$ cat config.mk
export PLATFORM = sky130hd
export DESIGN_NAME = ide_disk_multi_flat
export DESIGN_NICKNAME = d
export VERILOG_FILES = /design/src/rtl/ide_pkg.sv /design/src/rtl/ide_disk_multi_if.sv /design/src/rtl/ide_poll_timer.sv /design/src/rtl/ide_disk_multi.sv /design/src/flat_wrapper.sv
export SDC_FILE = /design/constraint.sdc
export NUM_CORES = 1
export LEC_CHECK = 0
export BUFFER_PORTS_ARGS = -buffer_cell sky130_fd_sc_hd__buf_2
export CAP_MARGIN = 0
export CORE_MARGIN = 4
export CORE_UTILIZATION = 55
export CTS_BUF_LIST = sky130_fd_sc_hd__clkbuf_4 sky130_fd_sc_hd__clkbuf_8 sky130_fd_sc_hd__clkbuf_16
export DETAILED_ROUTE_END_ITERATION = 12
export MAX_ROUTING_LAYER = met4
export PLACE_DENSITY = 0.8
export SYNTH_ARGS = -nofsm -noshare
export SYNTH_HDL_FRONTEND = slang
export SYNTH_SLANG_ARGS = --single-unit
$ cat constraint.sdc
create_clock -name clk -period 2.43 [get_ports clk]
set_input_delay 0.486 -clock clk [delete_from_list [all_inputs] [get_ports clk]]
set_output_delay 0.486 -clock clk [all_outputs]
set_load 0.01 [all_outputs]
$ cat src/rtl/ide_pkg.sv
// Shared constants for the multi-sector IDE PIO engine: ATA register map,
// status bits, command codes, error codes and FSM state encoding.
package ide_pkg;

    localparam logic [4:0] REG_DATA    = 5'b10000;
    localparam logic [4:0] REG_ERROR   = 5'b10001;
    localparam logic [4:0] REG_FEATURE = 5'b10001;
    localparam logic [4:0] REG_SECCNT  = 5'b10010;
    localparam logic [4:0] REG_SECNUM  = 5'b10011;
    localparam logic [4:0] REG_CYLLOW  = 5'b10100;
    localparam logic [4:0] REG_CYLHIGH = 5'b10101;
    localparam logic [4:0] REG_DRVHEAD = 5'b10110;
    localparam logic [4:0] REG_STATUS  = 5'b10111;
    localparam logic [4:0] REG_COMMAND = 5'b10111;
    localparam logic [4:0] REG_ALTSTAT = 5'b01110;
    localparam logic [4:0] REG_DEVCTRL = 5'b01110;

    localparam int ST_BSY  = 7;
    localparam int ST_DRDY = 6;
    localparam int ST_DRQ  = 3;
    localparam int ST_ERR  = 0;

    localparam logic [7:0] CMD_READ  = 8'h20;
    localparam logic [7:0] CMD_WRITE = 8'h30;

    typedef enum logic [1:0] {
        ERR_NONE    = 2'd0,
        ERR_TIMEOUT = 2'd1,
        ERR_DEVICE  = 2'd2
    } err_code_e;

    typedef struct packed {
        logic        rd;
        logic        wr;
        logic [4:0]  addr;
        logic [15:0] data;
    } ata_req_t;

    localparam logic [4:0] S_IDLE     = 5'd0;
    localparam logic [4:0] S_WAIT_RDY = 5'd1;
    localparam logic [4:0] S_SET_CTRL = 5'd2;
    localparam logic [4:0] S_SET_CNT  = 5'd3;
    localparam logic [4:0] S_SET_L0   = 5'd4;
    localparam logic [4:0] S_SET_L1   = 5'd5;
    localparam logic [4:0] S_SET_L2   = 5'd6;
    localparam logic [4:0] S_SET_DH   = 5'd7;
    localparam logic [4:0] S_SET_CMD  = 5'd8;
    localparam logic [4:0] S_POLL_ALT = 5'd9;
    localparam logic [4:0] S_POLL_DRQ = 5'd10;
    localparam logic [4:0] S_RD_DATA  = 5'd11;
    localparam logic [4:0] S_RD_STORE = 5'd12;
    localparam logic [4:0] S_WR_FETCH = 5'd13;
    localparam logic [4:0] S_WR_DATA  = 5'd14;
    localparam logic [4:0] S_FIN_ALT  = 5'd15;
    localparam logic [4:0] S_FIN_STAT = 5'd16;
    localparam logic [4:0] S_ERROR    = 5'd17;
    localparam logic [4:0] S_DONE     = 5'd18;

    // Device error is only meaningful once the drive has dropped BSY.
    function automatic logic status_err(input logic [15:0] st);
        return !st[ST_BSY] && st[ST_ERR];
    endfunction

endpackage

$ cat src/rtl/ide_disk_multi_if.sv
// Host, word-buffer and ATA register-engine signals of the multi-sector engine.
interface ide_disk_multi_if #(
    parameter int LBA_W  = 28,
    parameter int WORD_W = 12,
    parameter int CNT_W  = 8
);
    logic [LBA_W-1:0]  ide_lba;
    logic [CNT_W-1:0]  ide_count;
    logic              ide_read_req;
    logic              ide_write_req;
    logic              ide_done;
    logic              ide_error;
    logic [1:0]        ide_err_code;
    logic [CNT_W+7:0]  buffer_addr;
    logic              buffer_rd;
    logic              buffer_wr;
    logic [WORD_W-1:0] buffer_in;
    logic [WORD_W-1:0] buffer_out;
    logic              ata_rd;
    logic              ata_wr;
    logic [4:0]        ata_addr;
    logic [15:0]       ata_in;
    logic [15:0]       ata_out;
    logic              ata_done;

    modport master (
        input  ide_lba, ide_count, ide_read_req, ide_write_req,
               buffer_in, ata_out, ata_done,
        output ide_done, ide_error, ide_err_code,
               buffer_addr, buffer_rd, buffer_wr, buffer_out,
               ata_rd, ata_wr, ata_addr, ata_in
    );

    modport slave (
        output ide_lba, ide_count, ide_read_req, ide_write_req,
               buffer_in, ata_out, ata_done,
        input  ide_done, ide_error, ide_err_code,
               buffer_addr, buffer_rd, buffer_wr, buffer_out,
               ata_rd, ata_wr, ata_addr, ata_in
    );
endinterface

$ cat src/rtl/ide_poll_timer.sv
// Poll timeout counter: cleared outside polling, saturates and flags expiry
// when it reaches all-ones.
module ide_poll_timer #(
    parameter int TMO_W = 20
) (
    input  logic clk,
    input  logic reset,
    input  logic clear_i,
    input  logic en_i,
    output logic expire_o
);
    logic [TMO_W-1:0] count_q, count_d;

    assign expire_o = &count_q;

    always_comb begin
        count_d = count_q;
        if (clear_i)
            count_d = '0;
        else if (en_i && !expire_o)
            count_d = count_q + TMO_W'(1);
    end

    always_ff @(posedge clk) begin
        if (reset)
            count_q <= '0;
        else
            count_q <= count_d;
    end
endmodule

$ cat src/rtl/ide_disk_multi.sv
// Multi-sector PIO transfer engine: programs the task file, then moves
// 256-word sectors between the word buffer and the drive's DATA register.
module ide_disk_multi
    import ide_pkg::*;
#(
    parameter int LBA_W  = 28,
    parameter int WORD_W = 12,
    parameter int CNT_W  = 8,
    parameter int TMO_W  = 20
) (
    input  logic             clk,
    input  logic             reset,
    ide_disk_multi_if.master bus
);
    logic [4:0]        state_q, state_d;
    ata_req_t          req_q, req_d;
    logic              busy_q, busy_d;
    logic              write_q, write_d;
    logic [LBA_W-1:0]  lba_q, lba_d;
    logic [CNT_W-1:0]  cnt_q, cnt_d;
    logic [CNT_W:0]    remain_q, remain_d;
    logic [CNT_W-1:0]  sector_q, sector_d;
    logic [7:0]        offset_q, offset_d;
    logic              done_q, done_d;
    logic              error_q, error_d;
    err_code_e         code_q, code_d;
    logic [WORD_W-1:0] bufout_q, bufout_d;

    logic [LBA_W+27:0]  lba_ext;
    logic [27:0]        lba28;
    logic [CNT_W+7:0]   cnt_ext;
    logic [WORD_W+15:0] word_ext;
    logic               unused_bits;

    // Widening through a zero-padded vector keeps any parameter mix legal.
    assign lba_ext     = {28'd0, lba_q};
    assign lba28       = lba_ext[27:0];
    assign cnt_ext     = {8'd0, cnt_q};
    assign word_ext    = {16'd0, bus.buffer_in};
    assign unused_bits = ^{lba_ext, cnt_ext, word_ext, bus.ata_out};

    logic poll, tmr_expire;
    assign poll = (state_q == S_WAIT_RDY) || (state_q == S_POLL_DRQ);

    ide_poll_timer #(.TMO_W(TMO_W)) u_timer (
        .clk      (clk),
        .reset    (reset),
        .clear_i  (!poll),
        .en_i     (poll),
        .expire_o (tmr_expire)
    );

    ata_req_t acc;
    logic     acc_en;

    always_comb begin
        acc    = '0;
        acc_en = 1'b1;
        case (state_q)
            S_WAIT_RDY, S_POLL_DRQ, S_FIN_STAT: begin acc.rd = 1'b1; acc.addr = REG_STATUS;  end
            S_POLL_ALT, S_FIN_ALT:              begin acc.rd = 1'b1; acc.addr = REG_ALTSTAT; end
            S_RD_DATA:                          begin acc.rd = 1'b1; acc.addr = REG_DATA;    end
            S_SET_CTRL: begin acc.wr = 1'b1; acc.addr = REG_DEVCTRL; acc.data = 16'h0002; end
            S_SET_CNT:  begin acc.wr = 1'b1; acc.addr = REG_SECCNT;  acc.data = {8'd0, cnt_ext[7:0]}; end
            S_SET_L0:   begin acc.wr = 1'b1; acc.addr = REG_SECNUM;  acc.data = {8'd0, lba28[7:0]}; end
            S_SET_L1:   begin acc.wr = 1'b1; acc.addr = REG_CYLLOW;  acc.data = {8'd0, lba28[15:8]}; end
            S_SET_L2:   begin acc.wr = 1'b1; acc.addr = REG_CYLHIGH; acc.data = {8'd0, lba28[23:16]}; end
            S_SET_DH:   begin acc.wr = 1'b1; acc.addr = REG_DRVHEAD; acc.data = {8'd0, 4'h4, lba28[27:24]}; end
            S_SET_CMD:  begin
                acc.wr   = 1'b1;
                acc.addr = REG_COMMAND;
                acc.data = {8'd0, (write_q ? CMD_WRITE : CMD_READ)};
            end
            S_WR_DATA:  begin acc.wr = 1'b1; acc.addr = REG_DATA; acc.data = word_ext[15:0]; end
            default:    acc_en = 1'b0;
        endcase
    end

    logic fire, adv;

    always_comb begin
        state_d  = state_q;
        req_d    = req_q;
        busy_d   = busy_q;
        write_d  = write_q;
        lba_d    = lba_q;
        cnt_d    = cnt_q;
        remain_d = remain_q;
        sector_d = sector_q;
        offset_d = offset_q;
        done_d   = done_q;
        error_d  = error_q;
        code_d   = code_q;
        bufout_d = bufout_q;
        fire     = 1'b0;
        adv      = 1'b0;

        // One request per access; it drops on ata_done, leaving a gap cycle.
        if (acc_en) begin
            if (!busy_q) begin
                req_d  = acc;
                busy_d = 1'b1;
            end else if (bus.ata_done) begin
                req_d  = '0;
                busy_d = 1'b0;
                fire   = 1'b1;
            end
        end

        case (state_q)
            S_IDLE: begin
                if (bus.ide_write_req || bus.ide_read_req) begin
                    write_d  = bus.ide_write_req;
                    lba_d    = bus.ide_lba;
                    cnt_d    = bus.ide_count;
                    remain_d = {1'b0, bus.ide_count};
                    if (bus.ide_count == '0)
                        remain_d[CNT_W] = 1'b1;
                    sector_d = '0;
                    offset_d = '0;
                    done_d   = 1'b0;
                    error_d  = 1'b0;
                    code_d   = ERR_NONE;
                    state_d  = S_WAIT_RDY;
                end
            end
            S_WAIT_RDY: if (fire) begin
                if (status_err(bus.ata_out)) begin
                    code_d  = ERR_DEVICE;
                    state_d = S_ERROR;
                end else if (!bus.ata_out[ST_BSY] && bus.ata_out[ST_DRDY]) begin
                    state_d = S_SET_CTRL;
                end
            end
            S_SET_CTRL: if (fire) state_d = S_SET_CNT;
            S_SET_CNT:  if (fire) state_d = S_SET_L0;
            S_SET_L0:   if (fire) state_d = S_SET_L1;
            S_SET_L1:   if (fire) state_d = S_SET_L2;
            S_SET_L2:   if (fire) state_d = S_SET_DH;
            S_SET_DH:   if (fire) state_d = S_SET_CMD;
            S_SET_CMD:  if (fire) state_d = S_POLL_ALT;
            S_POLL_ALT: if (fire) state_d = S_POLL_DRQ;
            S_POLL_DRQ: if (fire) begin
                if (status_err(bus.ata_out)) begin
                    code_d  = ERR_DEVICE;
                    state_d = S_ERROR;
                end else if (!bus.ata_out[ST_BSY] && bus.ata_out[ST_DRQ]) begin
                    state_d = write_q ? S_WR_FETCH : S_RD_DATA;
                end
            end
            S_RD_DATA: if (fire) begin
                bufout_d = bus.ata_out[WORD_W-1:0];
                state_d  = S_RD_STORE;
            end
            S_RD_STORE: begin
                adv     = 1'b1;
                state_d = S_RD_DATA;
            end
            S_WR_FETCH: state_d = S_WR_DATA;
            S_WR_DATA: if (fire) begin
                adv     = 1'b1;
                state_d = S_WR_FETCH;
            end
            S_FIN_ALT:  if (fire) state_d = S_FIN_STAT;
            S_FIN_STAT: if (fire) begin
                if (bus.ata_out[ST_ERR]) begin
                    code_d  = ERR_DEVICE;
                    state_d = S_ERROR;
                end else begin
                    state_d = S_DONE;
                end
            end
            S_ERROR: begin
                done_d  = 1'b1;
                error_d = 1'b1;
                state_d = S_IDLE;
            end
            S_DONE: begin
                done_d  = 1'b1;
                state_d = S_IDLE;
            end
            default: state_d = S_IDLE;
        endcase

        // End of a sector: the last word overrides the in-sector next state.
        if (adv) begin
            offset_d = offset_q + 8'd1;
            if (offset_q == 8'hFF) begin
                remain_d = remain_q - (CNT_W+1)'(1);
                sector_d = sector_q + CNT_W'(1);
                state_d  = (remain_q == (CNT_W+1)'(1)) ? S_FIN_ALT : S_POLL_ALT;
            end
        end

        if (poll && tmr_expire) begin
            req_d   = '0;
            busy_d  = 1'b0;
            code_d  = ERR_TIMEOUT;
            state_d = S_ERROR;
        end
    end

    always_ff @(posedge clk) begin
        if (reset) begin
            state_q  <= S_IDLE;
            req_q    <= '0;
            busy_q   <= 1'b0;
            write_q  <= 1'b0;
            lba_q    <= '0;
            cnt_q    <= '0;
            remain_q <= '0;
            sector_q <= '0;
            offset_q <= '0;
            done_q   <= 1'b1;
            error_q  <= 1'b0;
            code_q   <= ERR_NONE;
            bufout_q <= '0;
        end else begin
            state_q  <= state_d;
            req_q    <= req_d;
            busy_q   <= busy_d;
            write_q  <= write_d;
            lba_q    <= lba_d;
            cnt_q    <= cnt_d;
            remain_q <= remain_d;
            sector_q <= sector_d;
            offset_q <= offset_d;
            done_q   <= done_d;
            error_q  <= error_d;
            code_q   <= code_d;
            bufout_q <= bufout_d;
        end
    end

    assign bus.ide_done     = done_q;
    assign bus.ide_error    = error_q;
    assign bus.ide_err_code = code_q;
    assign bus.buffer_addr  = {sector_q, offset_q};
    assign bus.buffer_rd    = (state_q == S_WR_FETCH);
    assign bus.buffer_wr    = (state_q == S_RD_STORE);
    assign bus.buffer_out   = bufout_q;
    assign bus.ata_rd       = req_q.rd;
    assign bus.ata_wr       = req_q.wr;
    assign bus.ata_addr     = req_q.addr;
    assign bus.ata_in       = req_q.data;
endmodule
$ cat src/flat_wrapper.sv
// flat-port wrapper written by rule: the top's interface ports become plain ports
module ide_disk_multi_flat import ide_pkg::*;
#(
    parameter int LBA_W  = 28,
    parameter int WORD_W = 12,
    parameter int CNT_W  = 8,
    parameter int TMO_W  = 20
)
  (clk, reset, bus_ide_lba, bus_ide_count, bus_ide_read_req, bus_ide_write_req, bus_buffer_in, bus_ata_out, bus_ata_done, bus_ide_done, bus_ide_error, bus_ide_err_code, bus_buffer_addr, bus_buffer_rd, bus_buffer_wr, bus_buffer_out, bus_ata_rd, bus_ata_wr, bus_ata_addr, bus_ata_in);
  ide_disk_multi_if #(.LBA_W(LBA_W), .WORD_W(WORD_W), .CNT_W(CNT_W)) bus_i ();
  input  logic clk;
  input  logic reset;
  input wire logic [$bits(bus_i.ide_lba)-1:0] bus_ide_lba;
  input wire logic [$bits(bus_i.ide_count)-1:0] bus_ide_count;
  input wire logic [$bits(bus_i.ide_read_req)-1:0] bus_ide_read_req;
  input wire logic [$bits(bus_i.ide_write_req)-1:0] bus_ide_write_req;
  input wire logic [$bits(bus_i.buffer_in)-1:0] bus_buffer_in;
  input wire logic [$bits(bus_i.ata_out)-1:0] bus_ata_out;
  input wire logic [$bits(bus_i.ata_done)-1:0] bus_ata_done;
  output wire logic [$bits(bus_i.ide_done)-1:0] bus_ide_done;
  output wire logic [$bits(bus_i.ide_error)-1:0] bus_ide_error;
  output wire logic [$bits(bus_i.ide_err_code)-1:0] bus_ide_err_code;
  output wire logic [$bits(bus_i.buffer_addr)-1:0] bus_buffer_addr;
  output wire logic [$bits(bus_i.buffer_rd)-1:0] bus_buffer_rd;
  output wire logic [$bits(bus_i.buffer_wr)-1:0] bus_buffer_wr;
  output wire logic [$bits(bus_i.buffer_out)-1:0] bus_buffer_out;
  output wire logic [$bits(bus_i.ata_rd)-1:0] bus_ata_rd;
  output wire logic [$bits(bus_i.ata_wr)-1:0] bus_ata_wr;
  output wire logic [$bits(bus_i.ata_addr)-1:0] bus_ata_addr;
  output wire logic [$bits(bus_i.ata_in)-1:0] bus_ata_in;
  assign bus_i.ide_lba = bus_ide_lba;
  assign bus_i.ide_count = bus_ide_count;
  assign bus_i.ide_read_req = bus_ide_read_req;
  assign bus_i.ide_write_req = bus_ide_write_req;
  assign bus_i.buffer_in = bus_buffer_in;
  assign bus_i.ata_out = bus_ata_out;
  assign bus_i.ata_done = bus_ata_done;
  assign bus_ide_done = bus_i.ide_done;
  assign bus_ide_error = bus_i.ide_error;
  assign bus_ide_err_code = bus_i.ide_err_code;
  assign bus_buffer_addr = bus_i.buffer_addr;
  assign bus_buffer_rd = bus_i.buffer_rd;
  assign bus_buffer_wr = bus_i.buffer_wr;
  assign bus_buffer_out = bus_i.buffer_out;
  assign bus_ata_rd = bus_i.ata_rd;
  assign bus_ata_wr = bus_i.ata_wr;
  assign bus_ata_addr = bus_i.ata_addr;
  assign bus_ata_in = bus_i.ata_in;
  ide_disk_multi #(.LBA_W(LBA_W), .WORD_W(WORD_W), .CNT_W(CNT_W), .TMO_W(TMO_W)) u_core (.clk(clk), .reset(reset), .bus(bus_i));
endmodule
==> impl_metrics.json <==
{
  "status": "complete, no violations",
  "cp_data_required_time_ns": 1.94,
  "worst_slew_pin_slew_ns": 0.549,
  "hp-start": "bus_ide_lba[19]",
  "syn_area_mm2": 0.00632,
  "path_buf_inv": 2,
  "synth_area_leaders": "dfxtp_1 39%, nand2_1 7.0%, a21oi_1 6.3%, nor2_1 4.9%, mux2i_1 2.4%",
  "path_clk_slew_ns": 0.06,
  "fmax_mhz": 422,
  "setup-tns-final_ns": 0,
  "slowest_stage": "dfxtp_1",
  "fin_skew_ns": 0.00960,
  "crit_path_start_kind": "register",
  "synth_edf_count": 0,
  "n_antenna_cell": 0,
  "hold_class": "input pin to register",
  "coreArea_mm2": 0.0110,
  "clkSinkCount": 123,
  "clkLatencyLatePin_ns": 0.41,
  "async_flop_share": 0,
  "p_clk_frac": 0.444,
  "holdWs_ns": 0.309,
  "drc": 0,
  "ys_seq_elements": 123,
  "synth.top_cell.area_share": 0.390,
  "maxSlewViolCount": 0,
  "crit_path_max_fanout": 26,
  "die_y_um": 115,
  "crit_arrival_ns": 1.88,
  "ys_seq_area_frac": 0.390,
  "die_x_um": 115,
  "p_sw_frac": 0.281,
  "hold_buffers": 0,
  "start_util": 0.573,
  "max_cap_viol_count": 0,
  "drive_above_1_share": 0.245,
  "hold_viol": 0,
  "powerDensity_mw_per_mm2": 737,
  "cts_buffer_depth": 2,
  "rsz0062_at_grt": "no",
  "r2r_cells": 7,
  "yosysUniqueCellTypes": 84,
  "holdPathStages": 3,
  "cts_tree": "yes",
  "vias": 6188,
  "pwr-share-seq": 0.398,
  "cts-root-buf": "clkbuf_16",
  "grt_pass1_vias": 5877,
  "setup_viol": 0,
  "place_congestion": 0.911,
  "numPortBuffers": 117,
  "period_needed_ns": 2.37,
  "wl_per_cell_um": 17.5,
  "layout_common_cells": "122 x dfxtp_1, 117 x nand2_1, 117 x buf_2",
  "num_rows": 38,
  "grt_max_degree": 80,
  "reg2reg_from": "u_core.state_q[1]",
  "final_common_cell": "dfxtp_1",
  "postSynthAreaPerCell_um2": 8.23,
  "numCtsBuffers": 17,
  "end_kind": "output port",
  "critPathLaunch": "u_core.state_q[2]",
  "synth_warnings": 0,
  "dieArea_mm2": 0.0133,
  "via_per_inst": 6.00,
  "grt_overflow": 0,
  "first_pass_iters": 5,
  "drt-initial-drc-count": 562,
  "crit_chain": "buf_6 -> nand2_1 -> nor3_1 -> buf_2",
  "cp_num_cells": 4,
  "vdd_drop_max_mv": 0.408,
  "yosys.area.top_type": "dfxtp_1",
  "p_sw_w": 0.00158,
  "antenna_found_initial": 0,
  "grt_pass1_wl_mm": 28.9,
  "path_delay_family": "simple AND/OR/NAND/NOR gates",
  "final_util": 0.691,
  "h-tree-depth": 4,
  "max_stage_delay_ns": 0.44,
  "layout.nets": 953,
  "p_total_w": 0.00561,
  "ioPinCount": 126,
  "ant_nets": 0,
  "relSlewSlack": 0.633,
  "power.leakage_nw": 3.06,
  "hpwl_mm": 12.9,
  "area_growth_pct": 20.6,
  "min_period_over_period": 0.976,
  "synth-main-ff-cell": "dfxtp_1",
  "p_int_w": 0.00404,
  "grt_usage": 0.278,
  "synthesis.instances": 767,
  "wirelength_mm": 18.0,
  "combPwrFrac": 0.158,
  "crit_type": "register to output port"
}
==> power by group through the flow <==
stage / registers (W) / clock network [W] / logic [W]
after floorplan: 0.00225 / 0 / 0.000625
after global placement: 0.00226 / 0 / 0.000843
after detailed placement: 0.00227 / 0 / 0.000868
after CTS: 0.00223 / 0.00251 / 0.000875
after global routing: 0.00225 / 0.00261 / 0.000972
final: 0.00223 / 0.00249 / 0.000886
==> logic make-up after synthesis <==
group / after synthesis / synth area share
compound gates: 208 / 0.227
simple gates: 322 / 0.250
buf+inv: 69 / 0.0574
fa+ha+maj: 5 / 0.00990
flops: 123 / 0.390
mux: 22 / 0.0416
xor+xnor: 17 / 0.0236
other cells: 1 / 0.000594
==> layout make-up <==
| class | count | area, um^2 |
|---|---|---|
| Fill cell | 857 | 3410 |
| Timing Repair Buffer | 146 | 820 |
| Multi-Input combinational cell | 578 | 3530 |
| Clock buffer | 19 | 447 |
| Inverter | 13 | 48.8 |
| Tap cell | 140 | 175 |
| Sequential cell | 123 | 2460 |
| Clock inverter | 12 | 139 |
==> metal layers <==
layer	vias up	track usage	wire length, um
li1	2979	-	-
met1	2927	0.358	7790
met2	258	0.444	8700
met3	24	0.0463	1220
met4	0	0.0915	300
met5	-	-	0
==> cells in the mapped netlist, drive strengths merged (5+ instances only) <==
cell / count
xnor2: 11
buf: 42
and3: 12
dfxtp: 123
mux2i: 15
nand3b: 7
and4: 7
o21ai: 26
nor4: 10
inv: 13
nor3: 14
nand2b: 14
nor2b: 5
ha: 5
a22oi: 5
nand2: 119
a21oi: 80
a211oi: 6
xor2: 6
a31oi: 13
a32oi: 6
clkbuf: 14
and2: 6
a31o: 5
o2bb2ai: 5
nand4: 6
or3: 5
a21o: 6
nor2: 82
nand3: 16
==> path summary, 6_finish.rpt <==
check	endpoint	slack (ns)
setup / recovery	bus_buffer_wr	0.06
hold / removal	u_core.lba28[19]	0.31
setup reg to reg	u_core.bus.ata_in[5]	0.17
hold reg to reg	u_core.bus.ide_done	0.44
==> tightest hold or removal path: cells and delay by family <==
family / cells / cell delay (ns)
buffers and inverters: 1 / 0.09
AO/OA/AOI/OAI: 1 / 0.05
AND/OR/NAND/NOR: 1 / 0.04
==> registers in the layout, summed over array words and instances (netlist names) <==
register	count
u_core.remain_q	9
u_core.bus.ide_error	1
u_core.bus.ide_done	1
u_core.offset_q	8
u_core.u_timer.count_q	20
u_core.state_q	5
u_core.bus.ata_wr	1
u_core.sector_q	8
u_core.lba28	28
u_core.bus.buffer_out	12
u_core.bus.ide_err_code	2
u_core.bus.ata_in	12
u_core.busy_q	1
u_core.bus.ata_rd	1
u_core.cnt_q	8
u_core.bus.ata_addr	5
u_core.write_q	1
==> metrics by stage <==
step	setup slack, ns	instance area, um^2	cells
CTS	0.0274	7610	1031
finish	0.0593	7620	1031
detailed placement	0.112	7020	1000
floorplan	0.633	6330	770
global route	0.0137	7620	1031
global placement	0.233	7020	1000
==> what timing repair did <==
action | in CTS | in global routing
gates resized for setup | 1 | 4
endpoints found under the setup margin | 1 | 14
gates cloned | 0 | 0
setup buffers | 0 | 0
(Power assumes the default switching activity.)
